[config.mk]
export PLATFORM = sky130hd
export DESIGN_NAME = qam_tx_sequencer
export DESIGN_NICKNAME = d
export VERILOG_FILES = /design/src/rtl/qam_pkg.sv /design/src/rtl/qam_bit_timer.sv /design/src/rtl/qam_tx_sequencer.sv
export SDC_FILE = /design/constraint.sdc
export NUM_CORES = 1
export LEC_CHECK = 0
export ABC_AREA = 1
export CAP_MARGIN = 20
export CORE_MARGIN = 8
export CORE_UTILIZATION = 50
export CTS_CLUSTER_SIZE = 10
export DETAILED_ROUTE_END_ITERATION = 10
export PLACE_DENSITY = 0.75
export SLEW_MARGIN = 5
export SYNTH_ARGS = -nofsm -noshare
export SYNTH_HDL_FRONTEND = slang
export SYNTH_SLANG_ARGS = --single-unit
[constraint.sdc]
create_clock -name clock -period 1.9 [get_ports clock]
set_input_delay 0.38 -clock clock [delete_from_list [all_inputs] [get_ports clock]]
set_output_delay 0.38 -clock clock [all_outputs]
set_load 0.01 [all_outputs]
[src/rtl/qam_pkg.sv]
// Shared types and defaults for the QAM transmit sequencer.
// Latency: n/a (types and constants only).
// Backpressure: n/a.
package qam_pkg;

    typedef enum logic {
        IDLE  = 1'b0,
        SHIFT = 1'b1
    } state_t;

    localparam int         DEFAULT_BIT_PERIOD = 16;
    localparam logic [7:0] DEFAULT_IDLE_BYTE  = 8'h00;

    // Bit timer width; a period of 1 would give a zero-width counter.
    function automatic int timer_width(input int period);
        return (period > 1) ? $clog2(period) : 1;
    endfunction

endpackage

[src/rtl/qam_bit_timer.sv]
// Bit period timer: counts 0..BIT_PERIOD-1 while running and flags the last cycle.
// Latency: tick asserts BIT_PERIOD-1 cycles after the first running cycle following a clear.
// Backpressure: none; clear wins over run.
module qam_bit_timer
    import qam_pkg::*;
#(
    parameter int BIT_PERIOD = DEFAULT_BIT_PERIOD
) (
    input  logic clock,
    input  logic reset,
    input  logic clear,
    input  logic run,
    output logic tick
);

    localparam int              TW   = timer_width(BIT_PERIOD);
    localparam logic [TW-1:0]   LAST = TW'(BIT_PERIOD - 1);

    logic [TW-1:0] timer_q;
    logic [TW-1:0] timer_d;

    assign tick = run && (timer_q == LAST);

    // Next timer value: wrap on tick so non-power-of-two periods work.
    always_comb begin
        timer_d = timer_q;
        if (clear) begin
            timer_d = '0;
        end else if (run) begin
            timer_d = tick ? '0 : timer_q + 1'b1;
        end
    end

    // Timer register.
    always_ff @(posedge clock) begin
        if (reset) begin
            timer_q <= '0;
        end else begin
            timer_q <= timer_d;
        end
    end

endmodule

[src/rtl/qam_tx_sequencer.sv]
// Serialises bytes MSB first at BIT_PERIOD cycles per bit, with per-bit strobe and 2-bit symbols.
// Latency: first bit drives the cycle after the accepting edge; first strobe BIT_PERIOD cycles after acceptance.
// Backpressure: byte_ready only in IDLE or on the last strobe of a byte; underrun inserts IDLE_BYTE.
module qam_tx_sequencer
    import qam_pkg::*;
#(
    parameter int         BIT_PERIOD = DEFAULT_BIT_PERIOD,
    parameter logic [7:0] IDLE_BYTE  = DEFAULT_IDLE_BYTE
) (
    input  logic       clock,
    input  logic       reset,
    input  logic       enable,
    input  logic [7:0] byte_data,
    input  logic       byte_valid,
    output logic       byte_ready,
    output logic       adat_be_S,
    output logic       data_change,
    output logic       symbol_valid,
    output logic [1:0] symbol,
    output logic       busy,
    output logic       underrun
);

    state_t     state_q, state_d;
    logic [7:0] shreg_q, shreg_d;
    logic [2:0] bit_cnt_q, bit_cnt_d;
    logic       prev_bit_q, prev_bit_d;
    logic [1:0] symbol_q, symbol_d;
    logic       symbol_valid_q, symbol_valid_d;
    logic       underrun_q, underrun_d;

    logic       shifting;
    logic       timer_clear;
    logic       tick;
    logic       boundary;
    logic       xfer;

    assign shifting    = (state_q == SHIFT);
    // Holding the timer cleared in IDLE makes the first SHIFT cycle start at zero.
    assign timer_clear = (state_q == IDLE);

    qam_bit_timer #(
        .BIT_PERIOD (BIT_PERIOD)
    ) u_bit_timer (
        .clock (clock),
        .reset (reset),
        .clear (timer_clear),
        .run   (shifting),
        .tick  (tick)
    );

    assign boundary     = tick && (bit_cnt_q == 3'd7);
    // Bytes are only taken at a byte boundary so symbol framing never slips.
    assign byte_ready   = !reset && enable && ((state_q == IDLE) || boundary);
    assign xfer         = byte_valid && byte_ready;

    assign adat_be_S    = shifting && shreg_q[7];
    assign data_change  = tick;
    assign busy         = shifting;
    assign symbol       = symbol_q;
    assign symbol_valid = symbol_valid_q;
    assign underrun     = underrun_q;

    // Next-state: load, shift, symbol pairing and the byte-boundary decision.
    always_comb begin
        state_d        = state_q;
        shreg_d        = shreg_q;
        bit_cnt_d      = bit_cnt_q;
        prev_bit_d     = prev_bit_q;
        symbol_d       = symbol_q;
        symbol_valid_d = 1'b0;
        underrun_d     = 1'b0;
        case (state_q)
            IDLE: begin
                if (xfer) begin
                    state_d   = SHIFT;
                    shreg_d   = byte_data;
                    bit_cnt_d = 3'd0;
                end
            end
            SHIFT: begin
                if (tick) begin
                    prev_bit_d = shreg_q[7];
                    // Odd bit index closes a symbol: {older, newer}.
                    if (bit_cnt_q[0]) begin
                        symbol_d       = {prev_bit_q, shreg_q[7]};
                        symbol_valid_d = 1'b1;
                    end
                    bit_cnt_d = bit_cnt_q + 3'd1;
                    shreg_d   = {shreg_q[6:0], 1'b0};
                    if (boundary) begin
                        if (xfer) begin
                            shreg_d = byte_data;
                        end else if (enable) begin
                            shreg_d    = IDLE_BYTE;
                            underrun_d = 1'b1;
                        end else begin
                            state_d = IDLE;
                        end
                    end
                end
            end
            default: state_d = IDLE;
        endcase
    end

    // State and datapath registers; reset discards any partial byte.
    always_ff @(posedge clock) begin
        if (reset) begin
            state_q        <= IDLE;
            shreg_q        <= 8'h00;
            bit_cnt_q      <= 3'd0;
            prev_bit_q     <= 1'b0;
            symbol_q       <= 2'b00;
            symbol_valid_q <= 1'b0;
            underrun_q     <= 1'b0;
        end else begin
            state_q        <= state_d;
            shreg_q        <= shreg_d;
            bit_cnt_q      <= bit_cnt_d;
            prev_bit_q     <= prev_bit_d;
            symbol_q       <= symbol_d;
            symbol_valid_q <= symbol_valid_d;
            underrun_q     <= underrun_d;
        end
    end

endmodule

==> results by group <==
Status
  • Run status: finished clean

Critical path
  • Startpoint type of the worst setup path: register
  • Slowest-stage cell, CP: sky130_fd_sc_hd__clkdlybuf4s50_1
  • Launch point of the worst reg-to-reg path: u_bit_timer.timer_q[1]
  • Flop2flop setup slack: approximately 0.38 ns
  • CP max stage delay: approximately 0.53 ns
  • Number of buffers and inverters on the critical path: 3
  • Critical Path Stages: 4
  • End of the worst register-to-register path: shreg_q[2]
  • Length in cells of the worst reg-to-reg path: 11
  • End of the critical path: adat_be_S
  • Required time reported for the critical path endpoint: 1.52 ns
  • Kind of critical path: register to output pin
  • Category of the worst setup path capture point: output pin
  • Cell chain of the critical path: buf_6 > nand2_1 > inv_1 > clkdlybuf4s50_1
  • Endpoint arrival time on the critical path: 1.44 ns
  • Crit path max-delay family: buffers and inverters
  • CP Launch Point: busy
  • Maximum fanout along the worst path: 10

Finish
  • Proportion of layout cells with a drive suffix above 1: about a fifth
  • Syn-to-layout area delta: 36.23%
  • Post-layout net count: ~190
  • Design Area, Final: about 1400 µm²
  • Inserted Diodes: 0

Timing
  • Part of the cycle the worst path needs: 96.02%
  • Maximum clock skew at final layout: 0.007609 ns
  • Relative slew slack: between 80% and 90%
  • Crit path setup slack, layout: between 0.07 and 0.08 ns
  • Shortest period the worst path allows: 1.824 ns
  • Setup-violating endpoint count in the final report: 0
  • Least-Margin Pin Slew: 0.2674 ns
  • Max-slew violation count: 0
  • Number of hold violations in the final report: 0
  • Highest clock frequency the design can meet: 548.1 MHz

GRT
  • Number of global-route vias before repair: between 800 and 900
  • Maximum number of pins on one net before global-route repair: 14
  • Antenna violations before repair: 0
  • Wire length of the first global-routing pass: roughly 3600 µm
  • Combined global-route utilization of all metal layers: between 10% and 20%
  • Gr ovfl total: 0

Routing
  • Initial DRT Pass Iterations: 4
  • Highest metal layer with signal wires: met4
  • Met1 WL: roughly 1000 µm
  • Count of nets left with antenna violations after detail routing: 0
  • Routed wl met3: approximately 64 µm
  • Via Count: a little over 900
  • Routed WL: between 2000 and 2500 µm
  • Residual DRC count: 0
  • Detailed Route Iter0 Violations: 9
  • Routed wire length per instance: roughly 11 µm
  • Detail Route met2 WL: roughly 1000 µm
  • Via-per-instance ratio: 4.670

Clock tree
  • H-tree lvl count: 1
  • Root buffer cell: sky130_fd_sc_hd__clkbuf_4
  • Clock-pin slew of the registers on the worst-case setup and hold paths: between 0.1 and 0.15 ns
  • Clock latency on the worst-skew pair: around 0.31 ns
  • Maximum root-to-sink buffer count: 2
  • Clock Sink Count: 21
  • CTS Buf Count: 3
  • TritonCTS clock tree: built

Hold path
  • Kind of path behind the tightest hold check: register to register
  • Worst Hold Path Cells: 2
  • HP Start: bit_cnt_q[1]

Synth
  • Yosys top cell by area: sky130_fd_sc_hd__dfxtp_1
  • Post-Synthesis Net Count: between 150 and 200
  • Most numerous cell in the Yosys netlist: sky130_fd_sc_hd__nand2_1
  • Proportion of register bits with asynchronous set or reset after synthesis: 0%
  • Register area share after synthesis: approximately two fifths
  • Ys flop type: sky130_fd_sc_hd__dfxtp_1
  • Ranking of synthesized cells by area: sky130_fd_sc_hd__dfxtp_1 41%, sky130_fd_sc_hd__nand2_1 15%, sky130_fd_sc_hd__nand3_1 8.8%
  • Post-synthesis cell area: between 1000 and 1500 µm²
  • Fraction of synthesized cell area taken by the top area cell type: approximately 40%
  • FF+latch count, synth: 21
  • Cell count after synthesis: ~140
  • Number of synthesis warnings: 0
  • Avg Cell Area, Syn: approximately 7.4 µm²
  • Cell types with the highest counts after synthesis: 40 x sky130_fd_sc_hd__nand2_1, 21 x sky130_fd_sc_hd__dfxtp_1, 18 x sky130_fd_sc_hd__nand3_1, 17 x sky130_fd_sc_hd__inv_1, 10 x sky130_fd_sc_hd__nor2_1
  • Number of different library cells in the post-synthesis netlist: 18
  • Count of flip-flops with a built-in enable after synthesis: 0

Placement
  • Setup Slack @ Placement: -0.2788 ns
  • Final weighted congestion of routability-driven global placement: around 0.77
  • Buffers added on ports: 19
  • Post-placement cell area: roughly 1300 µm²
  • Detailed placer's ending HPWL: approximately 1700 µm

Power and ir drop
  • VDD IR max: slightly above 500 µV
  • Leakage component of the power: 0.6691 nW
  • Power Density: roughly 570 nW/µm²

Floorplanning
  • Number of rows in the core area: 16
  • Core Box Area: about 1900 µm²
  • Boundary pin count: 20
  • Chip Width: around 60 µm
  • Die outline area: about 3700 µm²
  • Chip height: 61.22 µm
  • Starting density of the core: about 53%

Job
  • Max capacitance violation total: 0
## metrics by stage
| step | utilization [%] | total power [mW] | std cells | hold slack, ns | setup TNS [ns] |
|---|---|---|---|---|---|
| floorplan | - | 0.5126 | 139 | 0.4175 | 0 |
| global placement | 67.33 | 0.5630 | 193 | 0.4321 | -0.2619 |
| detailed placement | 67.33 | 0.5652 | 193 | 0.4402 | -0.2788 |
| CTS | 69.59 | 0.7910 | 198 | 0.4630 | 0 |
| global route | 71.71 | 0.8239 | 200 | 0.4784 | -0.003850 |
| finish | 71.71 | 0.7889 | 200 | 0.4598 | 0 |
## area by class of cell
| type | instances | area (µm²) |
|---|---|---|
| Tap cell | 27 | 33.78 |
| Sequential cell | 21 | 424.2 |
| Timing Repair Buffer | 33 | 316.6 |
| Inverter | 18 | 67.56 |
| Multi-Input combinational cell | 97 | 520.5 |
| Fill cell | 166 | 549.3 |
| Clock buffer | 3 | 22.52 |
| Clock inverter | 1 | 7.507 |
## placed cells by master, fill, tap and decap left out, drive strengths merged
| cell | n |
|---|---|
| inv | 17 |
| buf | 15 |
| clkbuf | 3 |
| nand3 | 20 |
| clkdlybuf4s15 | 1 |
| xor2 | 1 |
| o21ai | 6 |
| nand4 | 1 |
| a21oi | 7 |
| clkdlybuf4s50 | 17 |
| dfxtp | 21 |
| nor2 | 12 |
| ha | 3 |
| clkinv | 1 |
| nand2 | 46 |
| nor3b | 1 |
| clkinvlp | 1 |
## flip-flops by register name, indices dropped and copies added, names as in the netlist
| signal | cells |
|---|---|
| shreg_q | 8 |
| u_bit_timer.timer_q | 4 |
| bit_cnt_q | 3 |
| symbol | 2 |
| busy | 1 |
| prev_bit_q | 1 |
| symbol_valid | 1 |
| underrun | 1 |
## how the worst min path moves through the flow
stage / end / slack [ns]
global route: shreg_q[0] / 0.48
finish: bit_cnt_q[1] / 0.46
detailed placement: shreg_q[1] / 0.44
global placement: bit_cnt_q[1] / 0.43
floorplan: u_bit_timer.timer_q[0] / 0.42
CTS: bit_cnt_q[1] / 0.46
## worst register-to-register path: stages, from the launching register on
cell and delay (ns):
sky130_fd_sc_hd__dfxtp_2 0.36, sky130_fd_sc_hd__ha_4 0.16, sky130_fd_sc_hd__nand2_4 0.06, sky130_fd_sc_hd__nor2_4 0.05, sky130_fd_sc_hd__buf_12 0.13, sky130_fd_sc_hd__inv_1 0.09
sky130_fd_sc_hd__nand2_2 0.12, sky130_fd_sc_hd__buf_4 0.17, sky130_fd_sc_hd__o21ai_0 0.15, sky130_fd_sc_hd__inv_1 0.05, sky130_fd_sc_hd__nand2_1 0.06, sky130_fd_sc_hd__inv_1 0.03
## metal layers
layer / track usage, % / up-vias
met3: 3.132 / 5
met5: 0 / -
met2: 21.34 / 15
met1: 14.71 / 405
met4: 6.645 / 0
li1: - / 509
## cells by family (layout without fill, tap and decap cells)
logic type / after synthesis / after routing / synth area share, %
and+or+nand+nor: 80 / 80 / 38.07
buffers and inverters: 21 / 55 / 9.914
DFF: 21 / 21 / 41.13
adders and majority gates: 3 / 3 / 3.672
xor gates and xnor gates: 1 / 1 / 0.8569
AOI/OAI and AO/OA: 13 / 13 / 6.365
## where the power goes
part	internal, mW	total (mW)	switching (mW)	leakage, nW
clock	0.0804	0.228	0.148	0.0139
combinational	0.0546	0.104	0.0492	0.484
sequential	0.451	0.457	0.00613	0.172
total	0.586	0.789	0.203	0.669
## what timing repair did
action | CTS | global route
resized for setup | 11 | 5
endpoints found under the setup margin | 3 | 3
hold buffers | 0 | 0
pin swaps | 1 | 3
setup buffers | 1 | 2
Note: power is estimated with default switching activity, not from simulation.
